===== config.mk =====
export PLATFORM = sky130hd
export DESIGN_NAME = conv_pe_mac_flat
export DESIGN_NICKNAME = d
export VERILOG_FILES = /design/src/rtl/conv_pkg.sv /design/src/rtl/conv_pe_mac_if.sv /design/src/rtl/conv_adder_tree.sv /design/src/rtl/conv_pe_mac.sv /design/src/flat_wrapper.sv
export SDC_FILE = /design/constraint.sdc
export NUM_CORES = 2
export LEC_CHECK = 0
export CORE_MARGIN = 2
export CORE_UTILIZATION = 25
export DETAILED_ROUTE_END_ITERATION = 10
export MAX_ROUTING_LAYER = met4
export PLACE_DENSITY_LB_ADDON = 0.12
export SKIP_LAST_GASP = 1
export SLEW_MARGIN = 40
export SYNTH_ARGS = -nofsm -noshare
export SYNTH_HDL_FRONTEND = slang
export SYNTH_SLANG_ARGS = --single-unit

===== constraint.sdc =====
create_clock -name clk -period 8.7 [get_ports clk]
set_input_delay 2.175 -clock clk [delete_from_list [all_inputs] [get_ports clk]]
set_output_delay 2.175 -clock clk [all_outputs]
set_load 0.01 [all_outputs]

===== src/rtl/conv_pkg.sv =====
// conv_pkg: shared widths, tap indexing and output ReLU/saturation for the conv PE
`define CONV_TAP(r, c, k) ((r) * (k) + (c))

package conv_pkg;
    localparam int K_DEF       = 3;
    localparam int PIX_W_DEF   = 8;
    localparam int WGT_W_DEF   = 16;
    localparam int ACC_W_DEF   = 32;
    localparam int GUARD_W_DEF = 8;
    localparam int MAX_CH_DEF  = 512;

    typedef struct packed {
        logic               sat;
        logic signed [63:0] val;
    } sat_t;

    function automatic int clog2(input int v);
        int r = 0;
        while ((1 << r) < v) r++;
        return r;
    endfunction

    function automatic int prod_w(input int pix_w, input int wgt_w);
        return pix_w + wgt_w + 1;
    endfunction

    function automatic int sum_w(input int pix_w, input int wgt_w, input int k);
        return prod_w(pix_w, wgt_w) + clog2(k * k);
    endfunction

    localparam int PROD_W_DEF = prod_w(PIX_W_DEF, WGT_W_DEF);
    localparam int SUM_W_DEF  = sum_w(PIX_W_DEF, WGT_W_DEF, K_DEF);

    // ReLU first, then clamp to an acc_w-bit signed range; sat flags any clamp
    function automatic sat_t sat_relu(input logic signed [63:0] r, input logic relu, input int acc_w);
        logic signed [63:0] v, hi, lo;
        sat_t o;
        v = (relu && r < 0) ? 64'sd0 : r;
        hi = (64'sd1 <<< (acc_w - 1)) - 64'sd1;
        lo = -hi - 64'sd1;
        o.sat = (v > hi) || (v < lo);
        o.val = (v > hi) ? hi : (v < lo) ? lo : v;
        return o;
    endfunction
endpackage


===== src/rtl/conv_pe_mac_if.sv =====
// conv_pe_mac_if: beat input and result output handshake bundle of the conv PE
interface conv_pe_mac_if #(
    parameter int K     = 3,
    parameter int PIX_W = 8,
    parameter int WGT_W = 16,
    parameter int ACC_W = 32
);
    logic                   in_valid;
    logic                   in_ready;
    logic                   in_last;
    logic [K*K*PIX_W-1:0]   in_pixels;
    logic [K*K*WGT_W-1:0]   in_weights;
    logic [ACC_W-1:0]       bias;
    logic                   relu_en;
    logic                   out_valid;
    logic                   out_ready;
    logic [ACC_W-1:0]       out_data;
    logic                   out_sat;
    logic                   ch_err;

    modport master (
        output in_valid, in_last, in_pixels, in_weights, bias, relu_en, out_ready,
        input  in_ready, out_valid, out_data, out_sat, ch_err
    );
    modport slave (
        input  in_valid, in_last, in_pixels, in_weights, bias, relu_en, out_ready,
        output in_ready, out_valid, out_data, out_sat, ch_err
    );
endinterface


===== src/rtl/conv_adder_tree.sv =====
// conv_adder_tree: registered signed sum of N products, stalls with the pipeline
module conv_adder_tree
    import conv_pkg::*;
#(
    parameter int N     = K_DEF * K_DEF,
    parameter int IN_W  = PROD_W_DEF,
    parameter int OUT_W = SUM_W_DEF
) (
    input  logic                    clk,
    input  logic                    rst,
    input  logic                    en_i,
    input  logic [N*IN_W-1:0]       prod_i,
    output logic signed [OUT_W-1:0] sum_o
);
    logic signed [OUT_W-1:0] sum_d, sum_q;

    // Sign-extend every product to the full sum width and add them
    always_comb begin
        sum_d = '0;
        for (int i = 0; i < N; i++) sum_d = sum_d + OUT_W'($signed(prod_i[i*IN_W +: IN_W]));
    end

    // Sum register, held while the pipeline is stalled
    always_ff @(posedge clk) begin
        if (rst) sum_q <= '0;
        else if (en_i) sum_q <= sum_d;
    end

    assign sum_o = sum_q;
endmodule


===== src/rtl/conv_pe_mac.sv =====
// conv_pe_mac: KxK multiply-accumulate PE across input channels with bias, ReLU and saturation
module conv_pe_mac
    import conv_pkg::*;
#(
    parameter int K       = K_DEF,
    parameter int PIX_W   = PIX_W_DEF,
    parameter int WGT_W   = WGT_W_DEF,
    parameter int ACC_W   = ACC_W_DEF,
    parameter int GUARD_W = GUARD_W_DEF,
    parameter int MAX_CH  = MAX_CH_DEF
) (
    input logic          clk,
    input logic          rst,
    conv_pe_mac_if.slave bus
);
    localparam int N      = K * K;
    localparam int PROD_W = prod_w(PIX_W, WGT_W);
    localparam int SUM_W  = sum_w(PIX_W, WGT_W, K);
    localparam int AW     = ACC_W + GUARD_W;
    localparam int CW     = clog2(MAX_CH + 1);

    logic                    en;
    logic [N*PROD_W-1:0]     prod_d, prod_q;
    logic                    v1_q, v2_q, last1_q, last2_q, relu1_q, relu2_q;
    logic signed [ACC_W-1:0] bias1_q, bias2_q;
    logic signed [SUM_W-1:0] sum;
    logic signed [AW-1:0]    acc_d, acc_q, r_d;
    logic                    first_q;
    sat_t                    res;
    logic                    ov_q, sat_q, err_q;
    logic [ACC_W-1:0]        out_q;
    logic [CW-1:0]           cnt_q;

    assign en          = !(ov_q && !bus.out_ready);
    assign bus.in_ready = en;

    for (genvar r = 0; r < K; r++) begin : g_row
        for (genvar c = 0; c < K; c++) begin : g_col
            localparam int T = `CONV_TAP(r, c, K);
            logic signed [PROD_W-1:0] p, w;
            assign p = PROD_W'({1'b0, bus.in_pixels[T*PIX_W +: PIX_W]});
            assign w = PROD_W'($signed(bus.in_weights[T*WGT_W +: WGT_W]));
            assign prod_d[T*PROD_W +: PROD_W] = p * w;
        end
    end

    // S1 products and the per-beat sideband flowing alongside S1/S2
    always_ff @(posedge clk) begin
        if (rst) begin
            v1_q    <= 1'b0;
            v2_q    <= 1'b0;
            last1_q <= 1'b0;
            last2_q <= 1'b0;
            relu1_q <= 1'b0;
            relu2_q <= 1'b0;
            bias1_q <= '0;
            bias2_q <= '0;
            prod_q  <= '0;
        end else if (en) begin
            v1_q    <= bus.in_valid;
            v2_q    <= v1_q;
            last1_q <= bus.in_last;
            last2_q <= last1_q;
            relu1_q <= bus.relu_en;
            relu2_q <= relu1_q;
            bias1_q <= bus.bias;
            bias2_q <= bias1_q;
            prod_q  <= prod_d;
        end
    end

    conv_adder_tree #(.N(N), .IN_W(PROD_W), .OUT_W(SUM_W)) u_tree (
        .clk   (clk),
        .rst   (rst),
        .en_i  (en),
        .prod_i(prod_q),
        .sum_o (sum)
    );

    // Next accumulator value and the biased, rectified, clamped result
    always_comb begin
        acc_d = first_q ? AW'(sum) : acc_q + AW'(sum);
        r_d   = acc_d + AW'(bias2_q);
        res   = sat_relu(64'(r_d), relu2_q, ACC_W);
    end

    // S3 accumulator and output register; a last beat restarts the group
    always_ff @(posedge clk) begin
        if (rst) begin
            acc_q   <= '0;
            first_q <= 1'b1;
            ov_q    <= 1'b0;
            out_q   <= '0;
            sat_q   <= 1'b0;
        end else if (en) begin
            ov_q <= v2_q && last2_q;
            if (v2_q) begin
                acc_q   <= acc_d;
                first_q <= last2_q;
                if (last2_q) begin
                    out_q <= ACC_W'(res.val);
                    sat_q <= res.sat;
                end
            end
        end
    end

    // Beats per group, saturating at MAX_CH; ch_err sticks until reset
    always_ff @(posedge clk) begin
        if (rst) begin
            cnt_q <= '0;
            err_q <= 1'b0;
        end else if (en && bus.in_valid) begin
            cnt_q <= bus.in_last ? '0 : (cnt_q == CW'(MAX_CH)) ? cnt_q : cnt_q + 1'b1;
            err_q <= err_q || (!bus.in_last && cnt_q >= CW'(MAX_CH - 1));
        end
    end

    assign bus.out_valid = ov_q;
    assign bus.out_data  = out_q;
    assign bus.out_sat   = sat_q;
    assign bus.ch_err    = err_q;
endmodule


===== src/flat_wrapper.sv =====
// flat-port wrapper written by rule: the top's interface ports become plain ports
module conv_pe_mac_flat import conv_pkg::*;
#(
    parameter int K       = K_DEF,
    parameter int PIX_W   = PIX_W_DEF,
    parameter int WGT_W   = WGT_W_DEF,
    parameter int ACC_W   = ACC_W_DEF,
    parameter int GUARD_W = GUARD_W_DEF,
    parameter int MAX_CH  = MAX_CH_DEF
)
  (clk, rst, bus_in_valid, bus_in_last, bus_in_pixels, bus_in_weights, bus_bias, bus_relu_en, bus_out_ready, bus_in_ready, bus_out_valid, bus_out_data, bus_out_sat, bus_ch_err);
  conv_pe_mac_if #(.K(K), .PIX_W(PIX_W), .WGT_W(WGT_W), .ACC_W(ACC_W)) bus_i ();
  input logic clk;
  input logic rst;
  input wire logic [$bits(bus_i.in_valid)-1:0] bus_in_valid;
  input wire logic [$bits(bus_i.in_last)-1:0] bus_in_last;
  input wire logic [$bits(bus_i.in_pixels)-1:0] bus_in_pixels;
  input wire logic [$bits(bus_i.in_weights)-1:0] bus_in_weights;
  input wire logic [$bits(bus_i.bias)-1:0] bus_bias;
  input wire logic [$bits(bus_i.relu_en)-1:0] bus_relu_en;
  input wire logic [$bits(bus_i.out_ready)-1:0] bus_out_ready;
  output wire logic [$bits(bus_i.in_ready)-1:0] bus_in_ready;
  output wire logic [$bits(bus_i.out_valid)-1:0] bus_out_valid;
  output wire logic [$bits(bus_i.out_data)-1:0] bus_out_data;
  output wire logic [$bits(bus_i.out_sat)-1:0] bus_out_sat;
  output wire logic [$bits(bus_i.ch_err)-1:0] bus_ch_err;
  assign bus_i.in_valid = bus_in_valid;
  assign bus_i.in_last = bus_in_last;
  assign bus_i.in_pixels = bus_in_pixels;
  assign bus_i.in_weights = bus_in_weights;
  assign bus_i.bias = bus_bias;
  assign bus_i.relu_en = bus_relu_en;
  assign bus_i.out_ready = bus_out_ready;
  assign bus_in_ready = bus_i.in_ready;
  assign bus_out_valid = bus_i.out_valid;
  assign bus_out_data = bus_i.out_data;
  assign bus_out_sat = bus_i.out_sat;
  assign bus_ch_err = bus_i.ch_err;
  conv_pe_mac #(.K(K), .PIX_W(PIX_W), .WGT_W(WGT_W), .ACC_W(ACC_W), .GUARD_W(GUARD_W), .MAX_CH(MAX_CH)) u_core (.clk(clk), .rst(rst), .bus(bus_i));
endmodule

==> impl_metrics.tcl <==
set metrics [dict create \
    status "finished, final reports clean" \
    rr_worst_depth 24 \
    grt-ovfl-total 0 \
    yosys_warnings 0 \
    cp.required_ns 9.27 \
    reg2reg_from "u_core.u_tree.sum_o[0]" \
    cts_sinks 410 \
    io-pin-count 290 \
    reg2reg_to "u_core.bus.out_data[1]" \
    setup_tns_ns 0 \
    finalCriticalPeriod_ns 7.572 \
    fin_crit_sh 0.8703 \
    crit_arrival_ns 8.15 \
    wl_met1_um 106200 \
    first_pass_iters 5 \
    cts_max_path_buffers 3 \
    syn2layout_area_growth_pct 13.15 \
    hp-class "flop to flop" \
    grt_pass1_vias 52393 \
    syn-instance-count 7600 \
    maxCapViolations 0 \
    gp_congestion 0.8376 \
    synth_area_per_cell_um2 8.558 \
    drt_iter0_drc 2568 \
    synth_area_um2 65040 \
    start_kind "input pin" \
    synth_edf_count 0 \
    synth_cell_types 85 \
    nFillCells 27958 \
    cts_setup_buffers 0 \
    nNetsFinal 9679 \
    cts_hold_buf 0 \
    endpoint "u_core.prod_q[199]" \
    io_buffer_count 289 \
    root_buffer "clkbuf_16" \
    fmax_ghz 0.1321 \
    synthArstFlopShare 0 \
    dieArea_um2 264300 \
    rsz0062_at_grt "false" \
    worst_pin_slew_ns 1.018 \
    slew_headroom 0.3211 \
    antenna_found_initial 7 \
    ys_seq_area_frac 0.1262 \
    worstSkewPairLatency_ns 0.64 \
    die_w_um 514.1 \
    ys_ff_latch 410 \
    grtUsageTotal 0.1622 \
    fin_area_um2 73590 \
    avgRoutedWirePerCell_um 18.46 \
    coreArea_um2 259200 \
    drc 0 \
    final_common_cell "inv_1" \
    synth-main-ff-cell "dfxtp_1" \
    grt_pass1_wl_um 324200 \
    clk_pin_slew_ns 0.06 \
    drive_gt1_frac 0.02869 \
    ctsResizeCount 0 \
    dpl_cell_area_um2 71770 \
    tritoncts "built" \
    crit_type "input pin to flop" \
    ff2ff_setup_slack_ns 1.44 \
    vias 49572 \
    fin_skew_ns 0.01678 \
    die_h_um 514.1 \
    worstSetupStartpoint "bus_in_pixels[56]" \
    finalSetupViolations 0 \
    dpl.hpwl_um 172500 \
    viasPerCell 4.420 \
    drv_slew 0 \
    initial_utilization 0.2509 \
    met3_length_um 6655 \
    totalWireLength_um 207000 \
    hold_viol_final 0 \
    highest_layer "met4" \
    htree_levels 2 \
    num_rows 187 \
    endpoint_kind "flop" \
    routed-wl-met2_um 90250 \
    final_cell_mix "inv_1 (1410), nand2_1 (1152), fa_1 (1098)" \
    postRouteAntennaNets 0 \
    cts_buffers 52 \
    grt_max_degree 135 \
    syn-num-nets 9514 \
    crit_path_max_fanout 16 \
]
layout make-up:
| type | instances | area (um^2) | area share |
|---|---|---|---|
| diodes | 6 | 15.01 | 0.0002040 |
| clock buffers | 74 | 1525 | 0.02072 |
| clock inverters | 22 | 292.8 | 0.003978 |
| inverters | 1412 | 5308 | 0.07212 |
| multi-input cells | 5548 | 50670 | 0.6885 |
| flip-flops and latches | 410 | 8209 | 0.1115 |
| well taps | 3402 | 4257 | 0.05784 |
| repair buffers | 341 | 3319 | 0.04510 |
metrics by stage:
step                worst slack [ns]  cells    util  hold slack [ns]
global route                  0.7748  11214  0.2839           0.4733
finish                         1.128  11215  0.2839           0.4575
CTS                            1.121  11209  0.2838           0.4563
global placement              0.4505  11113  0.2768           0.4433
detailed placement            0.4499  11113  0.2768           0.4464
floorplan                      1.601   7600       -           0.4319
per-layer routing:
layer	GRT usage	vias to the layer above
met1	0.2372	24598
li1	-	24039
met3	0.01523	152
met2	0.2437	783
met5	-	-
met4	0.02905	0
sequential cells by signal, indices dropped and copies added, names as in the netlist:
name / flops
u_core.prod_q: 225
u_core.acc_q: 40
u_core.bias1_q: 32
u_core.bias2_q: 32
u_core.bus.out_data: 32
u_core.u_tree.sum_o: 29
u_core.cnt_q: 10
u_core.bus.ch_err: 1
u_core.bus.out_sat: 1
u_core.bus.out_valid: 1
u_core.first_q: 1
u_core.last1_q: 1
u_core.last2_q: 1
u_core.relu1_q: 1
u_core.relu2_q: 1
u_core.v1_q: 1
u_core.v2_q: 1
logic make-up after synthesis:
kind of cell	synth area share
buffers and inverters	0.09525
xor gates and xnor gates	0.03419
adders and majority gates	0.4461
muxes	0.002559
DFF	0.1262
and+or+nand+nor	0.1912
AOI/OAI and AO/OA	0.1045
worst min path at each step:
stage / depth (start not counted) / start / to / slack (ns)
finish: 2 / u_core.bias1_q[9] / u_core.bias1_q[9] / 0.46
global route: 2 / u_core.bias1_q[0] / u_core.bias1_q[0] / 0.47
CTS: 2 / u_core.bias1_q[27] / u_core.bias1_q[27] / 0.46
detailed placement: 2 / u_core.v1_q / u_core.v2_q / 0.45
global placement: 2 / u_core.bias1_q[6] / u_core.bias1_q[6] / 0.44
floorplan: 2 / u_core.prod_q[101] / u_core.prod_q[101] / 0.43
synth_stat cells (28+ instances only):
cell      count  area (um^2)
nand2_1    1154         4332
a31oi_1      29        181.4
xnor2_1     182         1594
or3_1        52        325.3
nor3_1       98        490.5
o21ai_0     141        705.7
clkbuf_1    213        799.5
a21oi_1     503         2517
inv_1      1412         5300
xor2_1       70        613.1
a21o_1       76        570.6
o21a_1       28        210.2
and2_1      741         4636
nor2b_1      45        281.5
fa_1       1098        21980
nor2_1      258        968.4
ha_1        562         7032
a211oi_1     46        345.3
nand3_1      95        475.5
dfxtp_1     410         8208
worst max-delay path: stages:
cell and delay, ns:
clkdlybuf4s50_1 0.94, nand2_1 0.17, fa_1 0.57, inv_1 0.05, fa_1 0.50, inv_1 0.06, fa_1 0.54, inv_1 0.06
fa_1 0.47, ha_1 0.36, and2_1 0.19, a22oi_1 0.22, a21oi_1 0.19, a211oi_1 0.36, o31ai_1 0.19, o41ai_1 0.44
o21ai_0 0.19, or3_1 0.37, nand3_1 0.08
Power is not shown: default switching activity piles up to over one toggle a cycle in this logic, so the estimate is an artifact.
